===== src/rtl/d_ff_n.sv =====
// N-bit parallel-in/parallel-out word register with synchronous load enable
// and asynchronous active-low clear.
`timescale 1ns/1ps

module d_ff_n #(
    parameter int unsigned N = 8
) (
    output logic [N-1:0] Q,
    input  logic [N-1:0] D,
    input  logic         CLK,
    input  logic         n_Reset,
    input  logic         EN
);

    logic [N-1:0] q_q;
    logic [N-1:0] q_d;

    always_comb begin
        q_d = q_q;
        if (EN) begin
            q_d = D;
        end
    end

    // Clear is tested first so it wins over a coincident enabled load.
    always_ff @(posedge CLK or negedge n_Reset) begin
        if (!n_Reset) begin
            q_q <= '0;
        end else begin
            q_q <= q_d;
        end
    end

    assign Q = q_q;

endmodule


===== config.mk =====
export PLATFORM = sky130hd
export DESIGN_NAME = d_ff_n
export DESIGN_NICKNAME = d
export VERILOG_FILES = /design/src/rtl/d_ff_n.sv
export SDC_FILE = /design/constraint.sdc
export NUM_CORES = 1
export LEC_CHECK = 0
export CORE_AREA = 10 10 47 49
export CTS_CLUSTER_DIAMETER = 50
export DETAILED_ROUTE_END_ITERATION = 8
export DIE_AREA = 0 0 57 59
export PLACE_DENSITY_LB_ADDON = 0.25
export SETUP_SLACK_MARGIN = 0.2
export SLEW_MARGIN = 20
export SYNTH_ARGS = -nofsm -noshare
export SYNTH_HDL_FRONTEND = slang
export SYNTH_SLANG_ARGS = --single-unit

===== constraint.sdc =====
create_clock -name CLK -period 1.05 [get_ports CLK]
set_input_delay 0.105 -clock CLK [delete_from_list [all_inputs] [get_ports CLK]]
set_output_delay 0.105 -clock CLK [all_outputs]
set_load 0.02 [all_outputs]

==> results of run 1 <==
==> worst paths after layout <==
check	start	end	slack, ps	cells past startpoint
hold reg to reg	Q[7]	Q[7]	540	1
setup reg to reg	Q[0]	Q[0]	160	2
min in group CLK	EN	Q[2]	430	3
setup / recovery	Q[0]	Q[0]	160	2
hold / removal	n_Reset	Q[5]	130	1
max in group asynchronous	n_Reset	Q[1]	670	1
==> logic make-up (layout without fill, tap and decap cells) <==
logic type             after synthesis  in the layout  synth area share (%)
buffers and inverters                1             24                 3.396
flip-flops                           8              8                 60.38
multiplexers                         8              8                 36.23
==> Yosys cell counts (all sizes together) <==
cell type / count / share of area (%)
buf: 1 / 3.4
dfrtp: 8 / 60
mux2: 8 / 36
==> what timing repair did <==
| item | CTS | global route |
|---|---|---|
| pin swaps | 0 | 0 |
| hold buffers | 0 | 0 |
| gates resized for setup | 49 | 2 |
| buffers inserted | 0 | 1 |
| endpoints found under the setup margin | 16 | 8 |
==> layout make-up <==
type                            count  area (um2)
Clock buffer                        3       22.52
Fill cell                         140       819.5
Multi-Input combinational cell      8       120.1
Sequential cell                     8       200.2
Tap cell                           16       20.02
Timing Repair Buffer               21       219.0
==> power breakdown <==
part	switching, mW	internal (mW)
Combinational	0.0830	0.145
Sequential	0.0235	0.340
Clock	0.0943	0.130
Total	0.201	0.615
==> layer usage <==
metal	global-route usage [%]	up-vias	wire, um
met5	0	-	0
met4	2.013	0	0
met3	4.077	0	128
met2	9.147	15	453
met1	4.854	111	306
li1	-	107	-
==> through the flow <==
stage / util [%] / cell area [um2] / hold WS [ps] / setup slack [ps]
global route: 41.52 / 581.8 / 151.3 / 135.4
floorplan: - / 331.6 / -190.6 / 215.3
finish: 41.52 / 581.8 / 131.1 / 155.1
detailed placement: 38.21 / 535.5 / 400.1 / -123.5
CTS: 40.54 / 568.0 / 134.6 / 143.5
global placement: 38.21 / 535.5 / 397.9 / -97.53
==> metrics.md, run 1 <==
| Metric | Value |
|---|---|
| Status | completed |
| Core ar. | about 1400 um2 |
| Syn Inst Count | 17 |
| Final setup violation count | 0 |
| Max Clock Skew | 0 ps |
| Final Hold Viols | 0 |
| DRT Pass-1 Iters | 1 |
| Commonest non-fill, non-tap cell in the layout | buf_6 |
| Min-Delay Path Class | in -> async |
| Syn_nets | 28 |
| Clock buffer depth | 2 |
| GRT Residual Overflow | 0 |
| Share of cells above drive strength 1 | 55.00% |
| ANT cells | 0 |
| RSZ-0062 raised after global routing | yes |
| Reg clk slew, reported paths | ~50 ps |
| Final-stage net count | 53 |
| Area grow syn2layout | 75.47% |
| Synthesized area | around 330 um2 |
| Initial DRC Count | 0 |
| Worst setup EP type | register |
| Worst-path maximum fanout | 2 |
| First-pass GRT wire length | roughly 1400 um |
| Initial Utilization | about a quarter |
| Slew Viols, Final | 0 |
| Die W | 57 um |
| Clk sink count | 8 |
| Worst-case vdd ir drop | 0.6635 mV |
| Non-filler cells, final | 56 |
| I/O Buffers | 18 |
| Vias per cell | approximately 4.2 |
| Total power | 815.7 uW |
| Critical path's top delay family | flip-flops |
| Largest stage delay on the critical path | 390 ps |
| Most frequent cells in the layout | 10 x buf_6, 9 x clkdlybuf4s50_1, 8 x dfrtp_1, 8 x mux2_4, 3 x clkbuf_4 |
| Flops & latches, synth | 8 |
| Post-Route WL | 888 um |
| Initial antenna violation count | 0 |
| Pwr dens | 1402 nW/um2 |
| MaxCap Viol Count | 0 |
| Largest net degree at the start of global routing | 9 |
| I/O pin cnt | 19 |
| H-tree Lvls | 1 |
| CP Buf/Inv Count | 1 |
| Root Buffer | clkbuf_4 |
| Num rows | 14 |
| Num CTS Buffers | 3 |
| Vias in the first global route | approximately 290 |
| DIE AREA | 3363 um2 |
| Tmin final | 894.9 ps |
| HPWL Detailed | 725.8 um |
| Total negative setup slack | 0 ps |
| CTS tree | built |
| Placer Congestion | 0.6600 |
| Register area share after synthesis | just over 60% |
| Lkg Pwr | 0.2788 nW |
| GRT Resource Usage Total | about 5.4% |
| Slowest-stage cell, CP | dfrtp_1 |
| CP required | 1180 ps |
| Skew-Pair Late Insertion Delay | 240 ps |
| DIE HEIGHT | 59 um |
| Netlist cell types | 3 |
| CP arrival | 1020 ps |
| FMAX | 1.118 GHz |
| Placed cells | 52 |
| Syn. warnings | 0 |
| Critical path type | reg -> reg |
| DRC | 0 |
| Number of flip-flops in the largest register | 8 |
| Via count | 233 |
| Mean Syn Cell Area | roughly 20 um2 |
| Period utilization | 85.22% |
| Startpoint Class | register |
| Crit path cell chain | buf_4 -> mux2_4 |
| Relative slew slack | 77.09% |
| Actual slew at the worst max-slew pin | between 300 and 400 ps |
| Drt wl/cell | 15.86 um |
| Post-DRT Antenna Nets | 0 |
Note: power is estimated with default switching activity, not from simulation.
==> run 2: changes to the inputs <==
==> constraint.sdc (replaced) <==
create_clock -name CLK -period 0.8 [get_ports CLK]
set_input_delay 0.08 -clock CLK [delete_from_list [all_inputs] [get_ports CLK]]
set_output_delay 0.08 -clock CLK [all_outputs]
set_load 0.02 [all_outputs]
==> run 2 against run 1 <==
The flow now finishes with violations (setup timing). Highest routed layer unchanged. Sequential power grew 33%. First-iteration DRC count grew 3. Sequential share of layout area grew 1.3 points. Power grew 33%.
==> metrics.md, run 2 (synthesis gave the netlist of run 1 again) <==
| Metric | Value |
|---|---|
| Status | finished with violations (was completed) |
| Failing checks | setup timing |
| Final non-filler cell area | 589.3 um2 (was 581.8 um2) |
| FF-to-FF setup slack | 10 ps (was 160 ps) |
| Final setup violation count | 8 (was 0) |
| Area grow syn2layout | 77.74% (was 75.47%) |
| Startpoint Class | register (unchanged) |
| Number of flip-flops in the largest register | 8 (unchanged) |
| Critical path type | reg -> out (was reg -> reg) |
| Register area | 210.2 um2 (was 200.2 um2) |
| Largest stage delay on the critical path | 410 ps (was 390 ps) |
| I/O pin cnt | 19 (unchanged) |
| CTS tree | built (unchanged) |
| DRC | 0 (unchanged) |
| CP Buf/Inv Count | 1 (unchanged) |
| Worst hold margin | 110.1 ps (was 131.1 ps) |
| GRT Residual Overflow | 0 (unchanged) |
| Logic pwr share | 27.3% (was 27.9%) |
| First-pass GRT wire length | 1345 um (was 1393 um) |
| Post-Place Worst Slack | -378.4 ps (was -123.5 ps) |
| Critical path endpoint | Q[1] (was Q[0]) |
| Crit path from | Q[1] (was Q[0]) |
| GRT Resource Usage Total | 5.394% (was 5.401%) |
| DIE AREA | 3363 um2 (unchanged) |
| Sequential Power Share | 44.7% (was 44.6%) |
| Share of cells above drive strength 1 | 74.36% (was 55.00%) |
| HPWL Detailed | 675.3 um (was 725.8 um) |
| Largest net degree at the start of global routing | 9 (unchanged) |
| ANT cells | 0 (unchanged) |
| Final-stage net count | 52 (was 53) |
| Clock buffer depth | 2 (unchanged) |
| FMAX | 1.141 GHz |
| Clk sink count | 8 (unchanged) |
| Initial Utilization | 23.66% (unchanged) |
| Min-Delay Path Class | in -> async (unchanged) |
| WP depth | 1 (was 2) |
| Internal Power | 812.7 uW (was 614.9 uW) |
| Pwr dens | 1839 nW/um2 (was 1402 nW/um2) |
| Setup bufs post-CTS | 0 (unchanged) |
| Total power | 1.084 mW (was 815.7 uW) |
| Switch Pwr | 271.3 uW (was 200.7 uW) |
| Num rows | 14 (unchanged) |
| Die W | 57 um (unchanged) |
| Vias per cell | 4.055 (was 4.161) |
| Reg2reg path depth | 1 (was 2) |
| Tmin final | 876.1 ps |
| Via count | 223 (was 233) |
| Reg clk slew, reported paths | 60 ps (was 50 ps) |
| Worst-path maximum fanout | 2 (unchanged) |
| Period utilization | 109.5% |
| MaxCap Viol Count | 0 (unchanged) |
| RR Endpoint | Q[1] (was Q[0]) |
| Post-DRT Antenna Nets | 0 (unchanged) |
| Most frequent cells in the layout | 9 x clkdlybuf4s50_1, 8 x dfrtp_2, 8 x mux2_4, 8 x buf_6, 3 x clkbuf_4 (was 10 x buf_6, 9 x clkdlybuf4s50_1, 8 x dfrtp_1, 8 x mux2_4, 3 x clkbuf_4) |
| CP required | 720 ps (was 1180 ps) |
| Drt wl/cell | 15.47 um (was 15.86 um) |
| Crit path cell chain | buf_6 (was buf_4 -> mux2_4) |
| Hold Buf Count CTS | 0 (unchanged) |
| Root Buffer | clkbuf_4 (unchanged) |
| Critical R2R Launch | Q[1] (was Q[0]) |
| Skew-Pair Late Insertion Delay | 240 ps (about the same) |
| DRT Pass-1 Iters | 3 (was 1) |
| Core ar. | 1401 um2 (unchanged) |
| Commonest non-fill, non-tap cell in the layout | clkdlybuf4s50_1 (was buf_6) |
| Fillers | 129 (was 140) |
| Num CTS Buffers | 3 (unchanged) |
| H-tree Lvls | 1 (unchanged) |
| Worst-case vdd ir drop | 0.8654 mV (was 0.6635 mV) |
| Initial antenna violation count | 0 (unchanged) |
| Worst setup EP type | output pin (was register) |
| Relative slew slack | 74.91% (was 77.09%) |
| Slew Viols, Final | 0 (unchanged) |
| Slowest-stage cell, CP | dfrtp_2 (was dfrtp_1) |
| Placer Congestion | 0.7262 (was 0.6600) |
| Critical path's top delay family | flip-flops (unchanged) |
| I/O Buffers | 18 (unchanged) |
| Initial DRC Count | 3 (was 0) |
| RSZ-0062 raised after global routing | yes (unchanged) |
| Max Clock Skew | 0 ps (unchanged) |
| Final setup margin | -76.12 ps (was 155.1 ps) |
| Area after DPL | 558.0 um2 (was 535.5 um2) |
| Multi-input gate area | 120.1 um2 (unchanged) |
| Total negative setup slack | -528.7 ps (was 0 ps) |
| Clock power frac | 28.0% (was 27.5%) |
| Sw Ratio | 25.03% (was 24.61%) |
| Lkg Pwr | 0.2681 nW (was 0.2788 nW) |
| Actual slew at the worst max-slew pin | 375.1 ps (was 342.5 ps) |
| Post-Route WL | 851 um (was 888 um) |
| DIE HEIGHT | 59 um (unchanged) |
| CP arrival | 800 ps (was 1020 ps) |
| Vias in the first global route | 251 (was 291) |
| Final Hold Viols | 0 (unchanged) |
run 2: cell count changes in the layout (fill, tap and decap cells not counted):
cell	before	now
dfrtp_1	8	0
dfrtp_2	0	8
buf_12	0	1
buf_6	10	8
run 2: metal layers:
metal	wire length, um	track usage (%)
met5	0	0
met4	0	2.013
met3	111	4.936
met2	336	6.822
met1	403	6.167
run 2: what timing repair did:
action,4_1_cts,5_1_grt
resized for setup,49,0
pin swaps,0,0
gates cloned,0,0
endpoints found under the setup margin,16,16
run 2: final cells by class:
cell class,count,area share (%)
Clock buffer,3,3.822
Multi-Input combinational cell,8,20.38
Sequential cell,8,35.67
Tap cell,16,3.397
Timing Repair Buffer,20,36.73
run 2: per-stage QoR:
stage	util, %	std cells
2_1_floorplan	-	17
3_3_place_gp	39.82	52
3_5_place_dp	39.82	52
4_1_cts	42.05	55
5_1_grt	42.05	55
6_report	42.05	55
run 2: how the worst min path moves through the flow:
stage / from / to / cells past startpoint
floorplan: n_Reset / Q[0] / 0
global placement: n_Reset / Q[0] / 1
detailed placement: n_Reset / Q[4] / 1
CTS: n_Reset / Q[3] / 1
global route: n_Reset / Q[3] / 1
finish: n_Reset / Q[2] / 1
run 2: power by group through the flow:
stage	sequential, mW	combinational, mW	clock [mW]
2_1_floorplan	0.533	0.0795	0
3_3_place_gp	0.480	0.290	0
3_5_place_dp	0.481	0.294	0
4_1_cts	0.484	0.302	0.322
5_1_grt	0.488	0.312	0.353
6_report	0.484	0.296	0.304
